`src/rtl/c_mac_feeder.sv`:
```
// Operand feeder for one complex MAC: buffers VLEN operand pairs, clears the MAC,
// streams the pairs with mac_en, waits for the dot product and hands it downstream.
module c_mac_feeder #(
    parameter int N       = 16,
    parameter int VLEN    = 4,
    parameter int ACC_W   = 32,
    parameter int TIMEOUT = 32
) (
    input  logic             clk,
    input  logic             rst,
    input  logic             ld_valid,
    output logic             ld_ready,
    input  logic [N-1:0]     ld_ar,
    input  logic [N-1:0]     ld_ai,
    input  logic [N-1:0]     ld_br,
    input  logic [N-1:0]     ld_bi,
    output logic             mac_clear,
    output logic             mac_en,
    output logic [N-1:0]     mac_ar,
    output logic [N-1:0]     mac_ai,
    output logic [N-1:0]     mac_br,
    output logic [N-1:0]     mac_bi,
    input  logic             mac_result_valid,
    input  logic [ACC_W-1:0] mac_r_out,
    input  logic [ACC_W-1:0] mac_i_out,
    output logic             res_valid,
    input  logic             res_ready,
    output logic [ACC_W-1:0] res_r,
    output logic [ACC_W-1:0] res_i,
    output logic             err_timeout,
    output logic             err_spurious,
    input  logic             err_clr
);

    localparam int IDX_W = (VLEN > 1) ? $clog2(VLEN) : 1;
    localparam int TMR_W = (TIMEOUT > 1) ? $clog2(TIMEOUT) : 1;

    // Handshakes: a transfer happens on a rising clk edge where valid && ready;
    // valid holds its payload stable until then, ready may change freely.
    typedef enum logic [2:0] {
        S_FILL,
        S_CLEAR,
        S_ISSUE,
        S_WAIT,
        S_OUT
    } state_t;

    state_t           state, state_nxt;
    logic [IDX_W-1:0] wr_idx, wr_idx_nxt;
    logic [IDX_W-1:0] rd_idx, rd_idx_nxt;
    logic [TMR_W-1:0] timer, timer_nxt;
    logic             aborting, aborting_nxt;
    logic             accept;
    logic             capture;
    logic             timeout_evt;
    logic             spurious_evt;
    logic [4*N-1:0]   pair_buf [VLEN];

    assign accept       = ld_valid && ld_ready;
    assign spurious_evt = mac_result_valid && (state != S_WAIT);

    always_comb begin
        state_nxt    = state;
        wr_idx_nxt   = wr_idx;
        rd_idx_nxt   = rd_idx;
        timer_nxt    = timer;
        aborting_nxt = aborting;
        capture      = 1'b0;
        timeout_evt  = 1'b0;
        unique case (state)
            S_FILL: begin
                if (accept) begin
                    if (wr_idx == IDX_W'(VLEN - 1)) begin
                        wr_idx_nxt = '0;
                        state_nxt  = S_CLEAR;
                    end else begin
                        wr_idx_nxt = wr_idx + IDX_W'(1);
                    end
                end
            end
            S_CLEAR: begin
                // A clear that follows a timeout discards the buffer instead of issuing.
                rd_idx_nxt   = '0;
                aborting_nxt = 1'b0;
                state_nxt    = aborting ? S_FILL : S_ISSUE;
            end
            S_ISSUE: begin
                if (rd_idx == IDX_W'(VLEN - 1)) begin
                    rd_idx_nxt = '0;
                    timer_nxt  = '0;
                    state_nxt  = S_WAIT;
                end else begin
                    rd_idx_nxt = rd_idx + IDX_W'(1);
                end
            end
            S_WAIT: begin
                // A result on the final timer cycle still wins over the timeout.
                if (mac_result_valid) begin
                    capture   = 1'b1;
                    state_nxt = S_OUT;
                end else if (timer == TMR_W'(TIMEOUT - 1)) begin
                    timeout_evt  = 1'b1;
                    aborting_nxt = 1'b1;
                    state_nxt    = S_CLEAR;
                end else begin
                    timer_nxt = timer + TMR_W'(1);
                end
            end
            S_OUT: begin
                if (res_ready) begin
                    state_nxt = S_FILL;
                end
            end
            default: state_nxt = S_FILL;
        endcase
    end

    always_ff @(posedge clk) begin
        if (rst) begin
            state        <= S_FILL;
            wr_idx       <= '0;
            rd_idx       <= '0;
            timer        <= '0;
            aborting     <= 1'b0;
            ld_ready     <= 1'b0;
            mac_clear    <= 1'b0;
            mac_en       <= 1'b0;
            mac_ar       <= '0;
            mac_ai       <= '0;
            mac_br       <= '0;
            mac_bi       <= '0;
            res_valid    <= 1'b0;
            res_r        <= '0;
            res_i        <= '0;
            err_timeout  <= 1'b0;
            err_spurious <= 1'b0;
        end else begin
            state     <= state_nxt;
            wr_idx    <= wr_idx_nxt;
            rd_idx    <= rd_idx_nxt;
            timer     <= timer_nxt;
            aborting  <= aborting_nxt;
            // Outputs are registered copies of what the next state asks for.
            ld_ready  <= (state_nxt == S_FILL);
            mac_clear <= (state_nxt == S_CLEAR);
            mac_en    <= (state_nxt == S_ISSUE);
            res_valid <= (state_nxt == S_OUT);
            if (state_nxt == S_ISSUE) begin
                {mac_ar, mac_ai, mac_br, mac_bi} <= pair_buf[rd_idx_nxt];
            end
            if (capture) begin
                res_r <= mac_r_out;
                res_i <= mac_i_out;
            end
            err_timeout  <= timeout_evt  || (err_timeout  && !err_clr);
            err_spurious <= spurious_evt || (err_spurious && !err_clr);
        end
    end

    always_ff @(posedge clk) begin
        if (accept) begin
            pair_buf[wr_idx] <= {ld_ar, ld_ai, ld_br, ld_bi};
        end
    end

endmodule

```
`config.mk`:
```
export PLATFORM = sky130hd
export DESIGN_NAME = c_mac_feeder
export DESIGN_NICKNAME = d
export VERILOG_FILES = /design/src/rtl/c_mac_feeder.sv
export SDC_FILE = /design/constraint.sdc
export NUM_CORES = 1
export LEC_CHECK = 0
export ABC_CLOCK_PERIOD_IN_PS = 2300
export BUFFER_PORTS_ARGS = -buffer_cell sky130_fd_sc_hd__buf_4
export CORE_UTILIZATION = 36
export CTS_BUF_LIST = sky130_fd_sc_hd__clkbuf_16
export CTS_CLUSTER_DIAMETER = 50
export DETAILED_ROUTE_END_ITERATION = 16
export PLACE_DENSITY_LB_ADDON = 0.15
export SYNTH_ARGS = -nofsm -noshare
export SYNTH_HDL_FRONTEND = slang
export SYNTH_SLANG_ARGS = --single-unit
export TNS_END_PERCENT = 10
```
`constraint.sdc`:
```
create_clock -name clk -period 2.3 [get_ports clk]
set_input_delay 0.345 -clock clk [delete_from_list [all_inputs] [get_ports clk]]
set_output_delay 0.345 -clock clk [all_outputs]
set_load 0.005 [all_outputs]
```
; ---- Word-level counts from Yosys, hierarchy flattened
; Memories as Yosys holds them, arrays and structs flattened. A register that Yosys moved wholly into a read port is not among the register bits.
; Cells that the tools add are included.
[op_classes]
add_sub_neg = 3
n_eq_ne = 15
mux = 25
n_reduce_logical = 14
[ops]
columns = cell, count
row1 = 3-bit 2-to-1 mux, 6
row2 = 5-bit 2-to-1 mux, 3
row3 = 3-bit one-hot mux with 5 select lines, 1
row4 = 5-bit one-hot mux with 2 select lines, 1
row5 = 3-bit by 2-bit == test with 1-bit output (second input constant), 3
row6 = 1-bit 2-to-1 mux, 9
row7 = 2-bit != test (second input constant), 4
row8 = 3-bit by 1-bit == test with 1-bit output (second input constant), 2
row9 = 3-bit == test (second input constant), 2
row10 = 3-bit logical NOT, 2
row11 = 2-bit 2-to-1 mux, 3
row12 = 5-bit by 1-bit adder with 5-bit output (second input constant), 1
row13 = 5-bit == test (second input constant), 1
row14 = 2-bit by 1-bit adder with 2-bit output (second input constant), 2
row15 = 2-bit == test (second input constant), 2
row16 = 1-bit logical AND, 4
row17 = 2-bit one-hot mux with 2 select lines, 1
row18 = 4-bit AND reduction, 1
row19 = 2-bit nonzero test, 2
row20 = 3-bit by 2-bit != test with 1-bit output (second input constant), 1
row21 = 3-bit AND reduction, 1
row22 = 1-bit logical OR, 2
row23 = 1-bit one-hot mux with 2 select lines, 1
row24 = 2-bit AND reduction, 1
row25 = 1-bit logical NOT, 1
[totals]
regBits = 83
mem_bits_rw = 256
inputBits = 134
out_inout_bits = 134
word_cells = 71
n_memories = 1
[memory_table]
columns = name, depth, word_bits, read_ports, rd_ports_with_merged_regs, wr, line_no
row1 = pair_buf, 4, 64, 1, 1, 1, 57  ; logic [4*N-1:0] pair_buf [VLEN];

; ---- Logic depth before layout (Yosys ltp)
; Gate-level depths: netlist of run 1.
[depth]
depth_word = 5
ltp_mapped = 10
mapped_depth_nobuf = 8

; ---- Worst setup path after synthesis of run 1
; Ideal clock, no wire load.
[synth_path]
kind = register -> register
start = register wr_idx[0]
end = memory pair_buf[3][0] (netlist name) (enable)
setup_ns = 0.429
arrival_ns = 2.142
required_time_ns = 1.871
setup_slack_ns = -0.271
path_stages_with_launch = 3
path_buffers = 0
synth_period_minus_slack_ns = 2.571
cell_sequence = dfxtp_1 > ha_1 > and3_1
[synth_lines]
columns = item, line_no
row1 = from (decl), 49  ; logic [IDX_W-1:0] wr_idx, wr_idx_nxt;
row2 = from (signal assigned), 139  ; wr_idx <= wr_idx_nxt;
row3 = to (decl), 57
; Straight into the memory's write port.

; ---- Worst setup path after layout of run 1
[layout_path]
start = register timer[0]
end = register mac_br[3] (read register of pair_buf)
[layout_between]
elab_chain_cells = 5
[layout_lines]
columns = item, line_no
row1 = from (decl), 51  ; logic [TMR_W-1:0] timer, timer_nxt;
row2 = from (signal assigned), 141  ; timer <= timer_nxt;
row3 = 5-bit == test, 101  ; end else if (timer == TMR_W'(TIMEOUT - 1)) begin
row4 = 3-bit 2-to-1 mux, 101
row5 = 3-bit 2-to-1 mux, 98  ; if (mac_result_valid) begin
row6 = 3-bit one-hot mux with 5 select lines, 70  ; unique case (state)
row7 = 3-bit by 2-bit == test with 1-bit output, 148  ; if (state_nxt == S_ISSUE) begin
row8 = to (decl), 21  ; output logic [N-1:0] mac_br,
; No other way between the ends.
; A chain may end at the register's enable or synchronous reset.

==> results of run 1 <==
cell usage in the layout, fill, tap and decap left out, types with 2 or more instances in the layout:
cell type and count:
buf_4 294, edfxtp_1 256, dfxtp_1 146, nand2_1 133, dlygate4sd3_1 82, a21oi_1 68
a22o_1 53, clkbuf_16 53, mux4_2 52, mux2i_1 37, buf_12 24, inv_1 19
nor2_1 17, nor2b_1 16, o22a_1 12, clkinv_1 8, ha_1 7, and3_4 4
clkinvlp_4 4, clkinv_2 4, nand4_1 3, buf_6 3, and3_1 2, o21ai_1 2
nor3b_1 2, nor3_1 2, o21ba_2 2, clkinv_4 2, bufinv_16 2
worst max-delay path: cells and delay by family, from the launching register on:
family                   cells  cell delay (ns)
AO/OA/AOI/OAI                3             0.57
flip-flops                   1             0.31
AND/OR/NAND/NOR              3             0.58
buffers and inverters        2             0.32
adder cells (fa/ha/maj)      2             0.40
cell type report:
class / count / area [sq um]
repair buffers: 406 / 3620
multi-input cells: 436 / 3590
clock inverters: 36 / 230
inverters: 6 / 22.5
well taps: 525 / 657
clock buffers: 50 / 1250
flip-flops and latches: 403 / 10600
diodes: 1 / 2.50
fillers: 3373 / 19700
registers in the layout, summed over array words and instances, names as in the netlist, 2 cells and up:
signal,cells
state,3
res_i,32
res_r,32
mac_ar,16
mac_br,16
rd_idx,2
mac_bi,16
pair_buf,256
mac_ai,16
wr_idx,2
timer,5
worst min-delay path by stage:
stage                  start         to
5_1_grt        mac_r_out[12]  res_r[12]
2_1_floorplan            rst   state[1]
6_report        mac_i_out[3]   res_i[3]
4_1_cts         mac_i_out[1]   res_i[1]
3_3_place_gp        res_r[6]   res_r[6]
3_5_place_dp       res_i[18]  res_i[18]
metrics by stage:
step | instance area (sq um) | setup slack (ns) | setup TNS [ns] | util [%]
after floorplan | 14500 | -0.217 | -39.86 | -
after global placement | 17500 | -0.000382 | -0.000382 | 44.0
after detailed placement | 17500 | -0.0145 | -0.0423 | 44.0
after CTS | 19800 | 0.0279 | 0 | 49.9
after global routing | 20000 | -0.0287 | -0.344 | 50.3
final | 20000 | 0.0515 | 0 | 50.3
power by group:
part           total, uW  switching (uW)  internal (uW)
combinational        572             248            324
sequential          7810            23.7           7790
clock               7000            2860           4140
total              15400            3130          12300
logic make-up (layout without fill, tap and decap cells):
kind of cell | count (synthesis) | in the layout | share of synthesized area [%]
flip-flops | 403 | 403 | 73.3
AND/OR/NAND/NOR | 188 | 188 | 5.60
AO/OA/AOI/OAI | 149 | 149 | 7.29
multiplexers | 90 | 90 | 10.7
buffers and inverters | 64 | 498 | 2.44
adder cells (fa/ha/maj) | 7 | 7 | 0.604
XOR/XNOR | 2 | 2 | 0.121
other | 0 | 1 | 0
routing by layer:
| layer | vias up | part of all wire (%) | track usage [%] |
|---|---|---|---|
| met3 | 37 | 7.6 | 5.41 |
| met2 | 266 | 47 | 27.1 |
| met5 | - | 0 | 0 |
| met4 | 0 | 1.5 | 4.27 |
| li1 | 4226 | - | - |
| met1 | 4366 | 44 | 21.4 |
what timing repair did:
| action | in CTS | in global routing |
|---|---|---|
| cloned | 0 | 5 |
| pin swaps | 1 | 2 |
| setup endpoints to repair | 55 | 44 |
| buffers inserted | 3 | 6 |
| hold endpoints to repair | 274 | 0 |
| resized for setup | 3 | 3 |
| hold buffers | 82 | 0 |
==> impl_metrics.py, run 1 <==
metrics = {
    "run_status": {
        "outcome": "finished clean",
    },
    "synthesis": {
        "synth_area_leaders": "edfxtp_1, dfxtp_1, mux4_2",
        "avgSynthCellArea_sq_um": 16.1,
        "synth_top_area_share_pct": 53.0,
        "synth_edf_count": 256,
        "yosysMostFrequentCell": "edfxtp_1",
        "ys_seq_elements": 403,
        "synth_fp_nets": 1044,
        "yosys.area.top_type": "edfxtp_1",
        "ys_seq_area_share_pct": 73.3,
        "synth_async_sr_flop_share_pct": 0,
        "synth_area_sq_mm": 0.0145,
        "syn_inst": 903,
        "synthTopCellsByCount": "edfxtp_1, dfxtp_1, nand2_1, a21oi_1, a22o_1",
        "synth.distinct_cells": 43,
        "yosys_warnings": 0,
        "synthFlopType": "edfxtp_1",
    },
    "clock_tree": {
        "clk_path_buf_depth": 3,
        "insertion_delay_ns": 0.57,
        "root_buffer": "clkbuf_16",
        "clk_pin_slew_worst_paths_ns": 0.06,
        "h-tree-depth": 2,
        "cts_buffers": 46,
        "clock-sinks": 403,
        "cts_tree": "done",
    },
    "floorplanning": {
        "die_h_microns": 203,
        "start_util_pct": 36.5,
        "fp-row-count": 73,
        "die_width_microns": 203,
        "io_pins": 268,
        "coreArea_sq_mm": 0.0397,
        "dieArea_sq_mm": 0.0411,
    },
    "global_routing": {
        "grt_pass1_wl_microns": 52300,
        "antenna_found_initial": 1,
        "grt_max_degree": 78,
        "grt_usage_pct": 16.7,
        "grt_overflow": 0,
        "grt_pass1_vias": 8903,
    },
    "routing": {
        "ant_nets": 0,
        "vias": 8895,
        "first_pass_iters": 6,
        "route.detailed.drc": 0,
        "drt_wl_total_microns": 35100,
        "wl_per_cell_microns": 18.9,
        "vias_per_cell": 4.77,
        "drt_iter0_drc": 469,
    },
    "pwr": {
        "p_leak_uw": 0.00759,
        "total_power_uw": 15400,
        "power_density_mw_per_mm2": 770,
        "ir_drop_uv": 579,
    },
    "sta": {
        "fin_skew_ns": 0.0168,
        "grt_setup_unrepaired": "true",
        "finalSetupViolCount": 0,
        "min_period_over_period_pct": 97.8,
        "slew_violations": 0,
        "worst_pin_slew_ns": 0.821,
        "relSlewSlack_pct": 45.3,
        "fmax_mhz": 445,
        "fin_crit_ns": 2.25,
        "timing.hold.ws_ns": 0.0420,
        "hold_violations": 0,
    },
    "worst_setup_path": {
        "regToRegStartpoint": "timer[0]",
        "cp-endpoint": "mac_br[3]",
        "rrSetupSlack_ns": 0.05,
        "cp_slowest_cell": "dfxtp_1",
        "r2r_cells": 10,
        "critPathLaunch": "timer[0]",
        "r2r-end": "mac_br[3]",
        "critPathRequiredTime_ns": 2.80,
        "critPathMaxStageDelay_ns": 0.31,
        "critPathCaptureType": "register",
        "cp-start-kind": "register",
        "crit_chain": "ha_1, and3_1, ha_1, o21ai_1, nand2_1, a211oi_2, and4_4, buf_12, buf_12, a22o_1",
        "crit_type": "reg2reg",
        "critPathMaxFanout": 13,
        "cp_data_arrival_time_ns": 2.75,
    },
    "placement": {
        "hpwl_microns": 21300,
        "place.gp.congestion": 0.756,
        "dp_cells": 1680,
        "port_buffers": 267,
    },
    "min_path": {
        "hp-class": "in2reg",
        "whs_path_depth": 3,
    },
    "run": {
        "drv_cap": 0,
    },
    "finish": {
        "drive_above_1_share_pct": 34.4,
        "instances_no_fill": 1863,
        "final_nets": 1440,
        "area_delta_synth_final_pct": 37.8,
    },
}
Note: power is estimated with default switching activity, not from simulation.
==> run 2: changes to the inputs <==
- BUFFER_PORTS_ARGS: -buffer_cell sky130_fd_sc_hd__buf_4 -> default
- DONT_BUFFER_PORTS: default -> 1
==> impl_metrics.py, run 2 (synthesis results as in run 1) <==
metrics = {
    "routing": {
        "dr_wl_met2_microns": 16600,
        "wl_per_cell_microns": 20.7,
        "vias_per_cell": 5.00,
        "route.detailed.drc": 0,
        "ant_nets": 0,
        "drt-met1-wl_microns": 14000,
        "drt_iter0_drc": 558,
        "route.met3.wl_microns": 2770,
        "vias": 8232,
        "top_layer_used": "met5",
        "first_pass_iters": 4,
        "drt_wl_total_microns": 34100,
    },
    "worst_setup_path": {
        "crit_buf_inv": 2,
        "path_common_cell": "buf_12",
        "crit_type": "reg2reg",
        "cp-start-kind": "register",
        "critPathRequiredTime_ns": 2.77,
        "r2r_cells": 7,
        "rrSetupSlack_ns": 0.04,
        "critPathMaxFanout": 12,
        "crit_chain": "ha_4, and4bb_1, a211oi_4, buf_12, buf_12, mux4_2, a22o_1",
        "cp_slowest_cell": "mux4_2",
        "cp_data_arrival_time_ns": 2.72,
        "critPathMaxStageDelay_ns": 0.51,
        "critical_path.top_delay_family": "multiplexers",
        "regToRegStartpoint": "rd_idx[0]",
        "r2r-end": "mac_ai[1]",
        "path_depth": 7,
        "critPathCaptureType": "register",
        "critPathLaunch": "rd_idx[0]",
    },
    "sta": {
        "min_period_over_period_pct": 98.1,
        "grt_setup_unrepaired": "true",
        "tns_ns": 0,
        "worst_pin_slew_ns": 0.456,
        "setup_slack_ns": 0.0436,
        "finalSetupViolCount": 0,
        "slew_violations": 0,
        "relSlewSlack_pct": 69.6,
        "fmax_mhz": 443,
        "hold_violations": 0,
        "fin_skew_ns": 0.0131,
        "fin_crit_ns": 2.26,
    },
    "floorplanning": {
        "io_pins": 268,
        "die_width_microns": 203,
        "coreArea_sq_mm": 0.0397,
        "die_h_microns": 203,
        "start_util_pct": 36.5,
        "fp-row-count": 73,
        "dieArea_sq_mm": 0.0411,
    },
    "global_routing": {
        "grt_overflow": 0,
        "grt_max_degree": 92,
        "grt_usage_pct": 16.3,
        "antenna_found_initial": 6,
        "grt_pass1_wl_microns": 50800,
        "grt_pass1_vias": 8507,
    },
    "min_path": {
        "hold_path_end": "err_timeout",
        "whs_path_depth": 3,
        "min_from": "err_clr",
        "hp-class": "in2reg",
    },
    "finish": {
        "regMostFlops": "pair_buf",
        "layout_commonest_cell": "edfxtp_1",
        "area_delta_synth_final_pct": 28.2,
        "multi_input_area_sq_mm": 0.00361,
        "design_area_sq_mm": 0.0186,
        "largest_registers": "pair_buf: 256 flops, res_i: 32 flops, res_r: 32 flops",
        "mostFrequentLayoutCells": "edfxtp_1, dfxtp_1, nand2_1, dlygate4sd3_1, a21oi_1",
        "layout.area.seq_sq_mm": 0.0106,
        "final_nets": 1217,
        "fillers": 3395,
        "largest_reg_flops": 256,
        "drive_above_1_share_pct": 17.9,
        "instances_no_fill": 1646,
    },
    "placement": {
        "pre_cts_slack_ns": 0.00701,
        "place.gp.congestion": 0.712,
        "place_area_sq_mm": 0.0155,
        "port_buffers": 0,
        "dp_cells": 1412,
        "hpwl_microns": 19900,
    },
    "pwr": {
        "power_density_mw_per_mm2": 850,
        "total_power_uw": 15800,
        "ir_drop_uv": 595,
        "p_leak_uw": 0.00647,
    },
    "clock_tree": {
        "h-tree-depth": 2,
        "insertion_delay_ns": 0.58,
        "root_buffer": "clkbuf_16",
        "cts_buffers": 49,
        "clk_path_buf_depth": 3,
        "clock-sinks": 403,
        "cts_tree": "done",
        "clk_pin_slew_worst_paths_ns": 0.06,
    },
    "run_status": {
        "outcome": "finished clean",
    },
    "run": {
        "drv_cap": 0,
    },
}
run 2: cell count changes in the layout (fill, tap and decap cells not counted), moves of 3 or more:
cell	change
clkinvlp_4	-4
inv_6	+6
buf_12	-3
buf_4	-272
diode_2	+4
inv_1	-5
dlygate4sd3_1	+47
clkinv_2	+5
run 2: worst register-to-register path, cell delays in order, from the launching register on:
cell and delay, ns:
dfxtp_2 0.33, ha_4 0.23, and4bb_1 0.23, a211oi_4 0.27, buf_12 0.21, buf_12 0.18
mux4_2 0.52, a22o_1 0.18
run 2: metal layers:
| layer | GRT usage, % | up-vias |
|---|---|---|
| met5 | 0 | - |
| li1 | - | 3794 |
| met1 | 19.0 | 4112 |
| met3 | 5.63 | 55 |
| met2 | 27.8 | 269 |
| met4 | 5.96 | 2 |
run 2: what timing repair did:
item                       4_1_cts  5_1_grt
hold endpoints to repair       350        0
resized for setup                2       11
hold buffers                   130        0
pin swaps                        0        4
setup endpoints to repair        4       64
setup buffers                    0        4
cloned                           0        4
run 2: layout make-up:
cell class | instances | share of cell area (%)
antenna | 5 | 0.0673
clock buffer | 50 | 6.73
clock inverter | 41 | 1.93
inverter | 6 | 0.121
multi-input combinational | 436 | 19.4
sequential | 403 | 57.2
tap | 525 | 3.53
timing repair buffer | 180 | 11.0
run 2: how the worst max path moves through the flow:
stage	endpoint	slack [ns]
2_1_floorplan	pair_buf[2][0]	-0.22
3_3_place_gp	mac_br[4]	0.05
3_5_place_dp	mac_bi[3]	0.007
4_1_cts	mac_br[4]	0.007
5_1_grt	mac_ai[9]	-0.06
6_report	mac_ai[1]	0.04
run 2: stage by stage:
stage	hold slack [ns]	util, %
after floorplan	0.426	-
after global placement	0.423	38.9
after detailed placement	0.425	38.9
after CTS	0.0294	46.3
after global routing	0.0379	46.8
final	0.0715	46.8
run 2: report_power, final:
group          leakage [uW]  switching (uW)  internal [uW]
Sequential          0.00351            25.9           7790
Combinational       0.00213             223            244
Clock              0.000829            3060           4460
Total               0.00647            3310          12500
==> run 3: changes to the inputs <==
- CORE_MARGIN: default -> 1
- CTS_BUF_LIST: sky130_fd_sc_hd__clkbuf_16 -> sky130_fd_sc_hd__clkbuf_8
==> impl_metrics.py, run 3 (synthesis results as in run 1) <==
metrics = {
    "finish": {
        "mostFrequentLayoutCells": "edfxtp_1, dfxtp_1, nand2_1, dlygate4sd3_1, clkbuf_8",
        "final_nets": 1240,
        "utilization_pct": 46.3,
        "regMostFlops": "pair_buf",
        "design_area_sq_mm": 0.0184,
        "drive_above_1_share_pct": 19.1,
        "area_delta_synth_final_pct": 26.7,
        "fillers": 3451,
        "instances_no_fill": 1682,
        "largest_registers": "pair_buf: 256 flops, res_i: 32 flops, res_r: 32 flops",
        "layout_commonest_cell": "edfxtp_1",
        "largest_reg_flops": 256,
    },
    "placement": {
        "port_buffers": 0,
        "hpwl_microns": 19900,
        "dp_cells": 1412,
        "place_area_sq_mm": 0.0155,
        "place.gp.congestion": 0.712,
    },
    "sta": {
        "grt_setup_unrepaired": "true",
        "min_period_over_period_pct": 97.8,
        "relSlewSlack_pct": 70.1,
        "fin_crit_ns": 2.25,
        "hold_violations": 0,
        "finalSetupViolCount": 0,
        "worst_pin_slew_ns": 0.448,
        "fmax_mhz": 445,
        "fin_skew_ns": 0.0269,
        "slew_violations": 0,
    },
    "floorplanning": {
        "die_width_microns": 203,
        "start_util_pct": 36.5,
        "coreArea_sq_mm": 0.0397,
        "io_pins": 268,
        "die_h_microns": 203,
        "dieArea_sq_mm": 0.0411,
        "fp-row-count": 73,
    },
    "worst_setup_path": {
        "crit_buf_inv": 2,
        "critical_path.top_delay_family": "multiplexers",
        "cp-start-kind": "register",
        "cp_slowest_cell": "mux4_2",
        "crit_chain": "ha_4, and4bb_1, a211oi_4, buf_12, buf_12, mux4_2, a22o_1",
        "critPathMaxStageDelay_ns": 0.50,
        "crit_type": "reg2reg",
        "critPathCaptureType": "register",
        "path_common_cell": "buf_12",
        "critPathMaxFanout": 12,
        "cp_data_arrival_time_ns": 2.73,
        "critPathRequiredTime_ns": 2.78,
    },
    "pwr": {
        "total_power_uw": 14800,
        "power_density_mw_per_mm2": 803,
        "p_leak_uw": 0.00644,
        "ir_drop_uv": 475,
    },
    "global_routing": {
        "grt_pass1_wl_microns": 51000,
        "grt_pass1_vias": 8694,
        "antenna_found_initial": 5,
        "grt_usage_pct": 16.5,
        "grt_overflow": 0,
        "grt_max_degree": 92,
    },
    "routing": {
        "ant_nets": 0,
        "vias_per_cell": 4.95,
        "first_pass_iters": 6,
        "drt_iter0_drc": 484,
        "wl_per_cell_microns": 20.4,
        "drt_wl_total_microns": 34300,
        "route.detailed.drc": 0,
        "vias": 8325,
    },
    "clock_tree": {
        "h-tree-depth": 3,
        "insertion_delay_ns": 0.62,
        "cts_buffers": 71,
        "clock-sinks": 403,
        "cts_tree": "done",
        "root_buffer": "clkbuf_8",
        "clk_path_buf_depth": 3,
        "clk_pin_slew_worst_paths_ns": 0.06,
    },
    "run_status": {
        "outcome": "finished clean",
    },
    "min_path": {
        "hp-class": "in2reg",
    },
    "run": {
        "drv_cap": 0,
    },
}
[run 3: changes by cell type in the layout (fill, tap and decap cells not counted), moves of 2 or more]
cell,previous run,this run
clkbuf_8,0,77
clkbuf_16,54,4
inv_1,14,27
inv_6,7,2
clkinv_1,8,10
clkinv_8,2,0
[run 3: stage by stage]
stage / setup slack (ns) / hold slack [ns] / TNS (ns)
after floorplan: -0.217 / 0.426 / -39.86
after global placement: 0.0498 / 0.423 / 0
after detailed placement: 0.00701 / 0.425 / 0
after CTS: 0.0217 / 0.0771 / 0
after global routing: -0.0448 / 0.0952 / -0.509
final: 0.0515 / 0.141 / 0
[run 3: what timing repair did]
| action | CTS | global route |
|---|---|---|
| resized for setup | 2 | 10 |
| endpoints found under the hold margin | 350 | 0 |
| setup endpoints to repair | 2 | 64 |
| pin swaps | 0 | 1 |
| hold buffers | 131 | 0 |
| buffers inserted | 0 | 4 |
| gates cloned | 0 | 4 |
[run 3: per-layer routing]
metal  GRT usage [%]  part of all wire [%]  wire [microns]  vias to the layer above
met5               0                 0.038              13                        -
met1            18.9                    40           13700                     4141
met3            6.45                   8.7            2970                       65
met2            27.7                    49           16700                      282
met4            6.34                   2.5             843                        2
li1                -                     -               -                     3835
[run 3: worst register-to-register path, cell delays in order, from the launching register on]
cell      delay (ns)
dfxtp_2         0.33
ha_4            0.23
and4bb_1        0.23
a211oi_4        0.27
buf_12          0.20
buf_12          0.18
mux4_2          0.51
a22o_1          0.18
[run 3: cell type report]
| cell class | instances | area (sq um) | share of cell area, % |
|---|---|---|---|
| Antenna cell | 4 | 10.0 | 0.0544 |
| Sequential cell | 403 | 10600 | 57.8 |
| Clock buffer | 77 | 1060 | 5.76 |
| Tap cell | 525 | 657 | 3.57 |
| Clock inverter | 50 | 338 | 1.84 |
| Multi-Input combinational cell | 436 | 3610 | 19.6 |
| Inverter | 6 | 22.5 | 0.122 |
| Timing Repair Buffer | 181 | 2060 | 11.2 |
[run 3: path summary, 6_finish.rpt]
path	startpoint	endpoint	slack (ns)	cells past startpoint
setup / recovery	rd_idx[0]	mac_ar[9]	0.05	7
hold reg to reg	timer[4]	timer[4]	0.46	2
hold / removal	mac_result_valid	res_valid	0.14	2
setup reg to reg	rd_idx[0]	mac_ar[9]	0.05	7
[run 3: power by group]
part / leakage (uW) / switching (uW) / internal [uW]
sequential: 0.00351 / 26.2 / 7790
clock: 0.000798 / 2920 / 3560
combinational: 0.00214 / 222 / 245
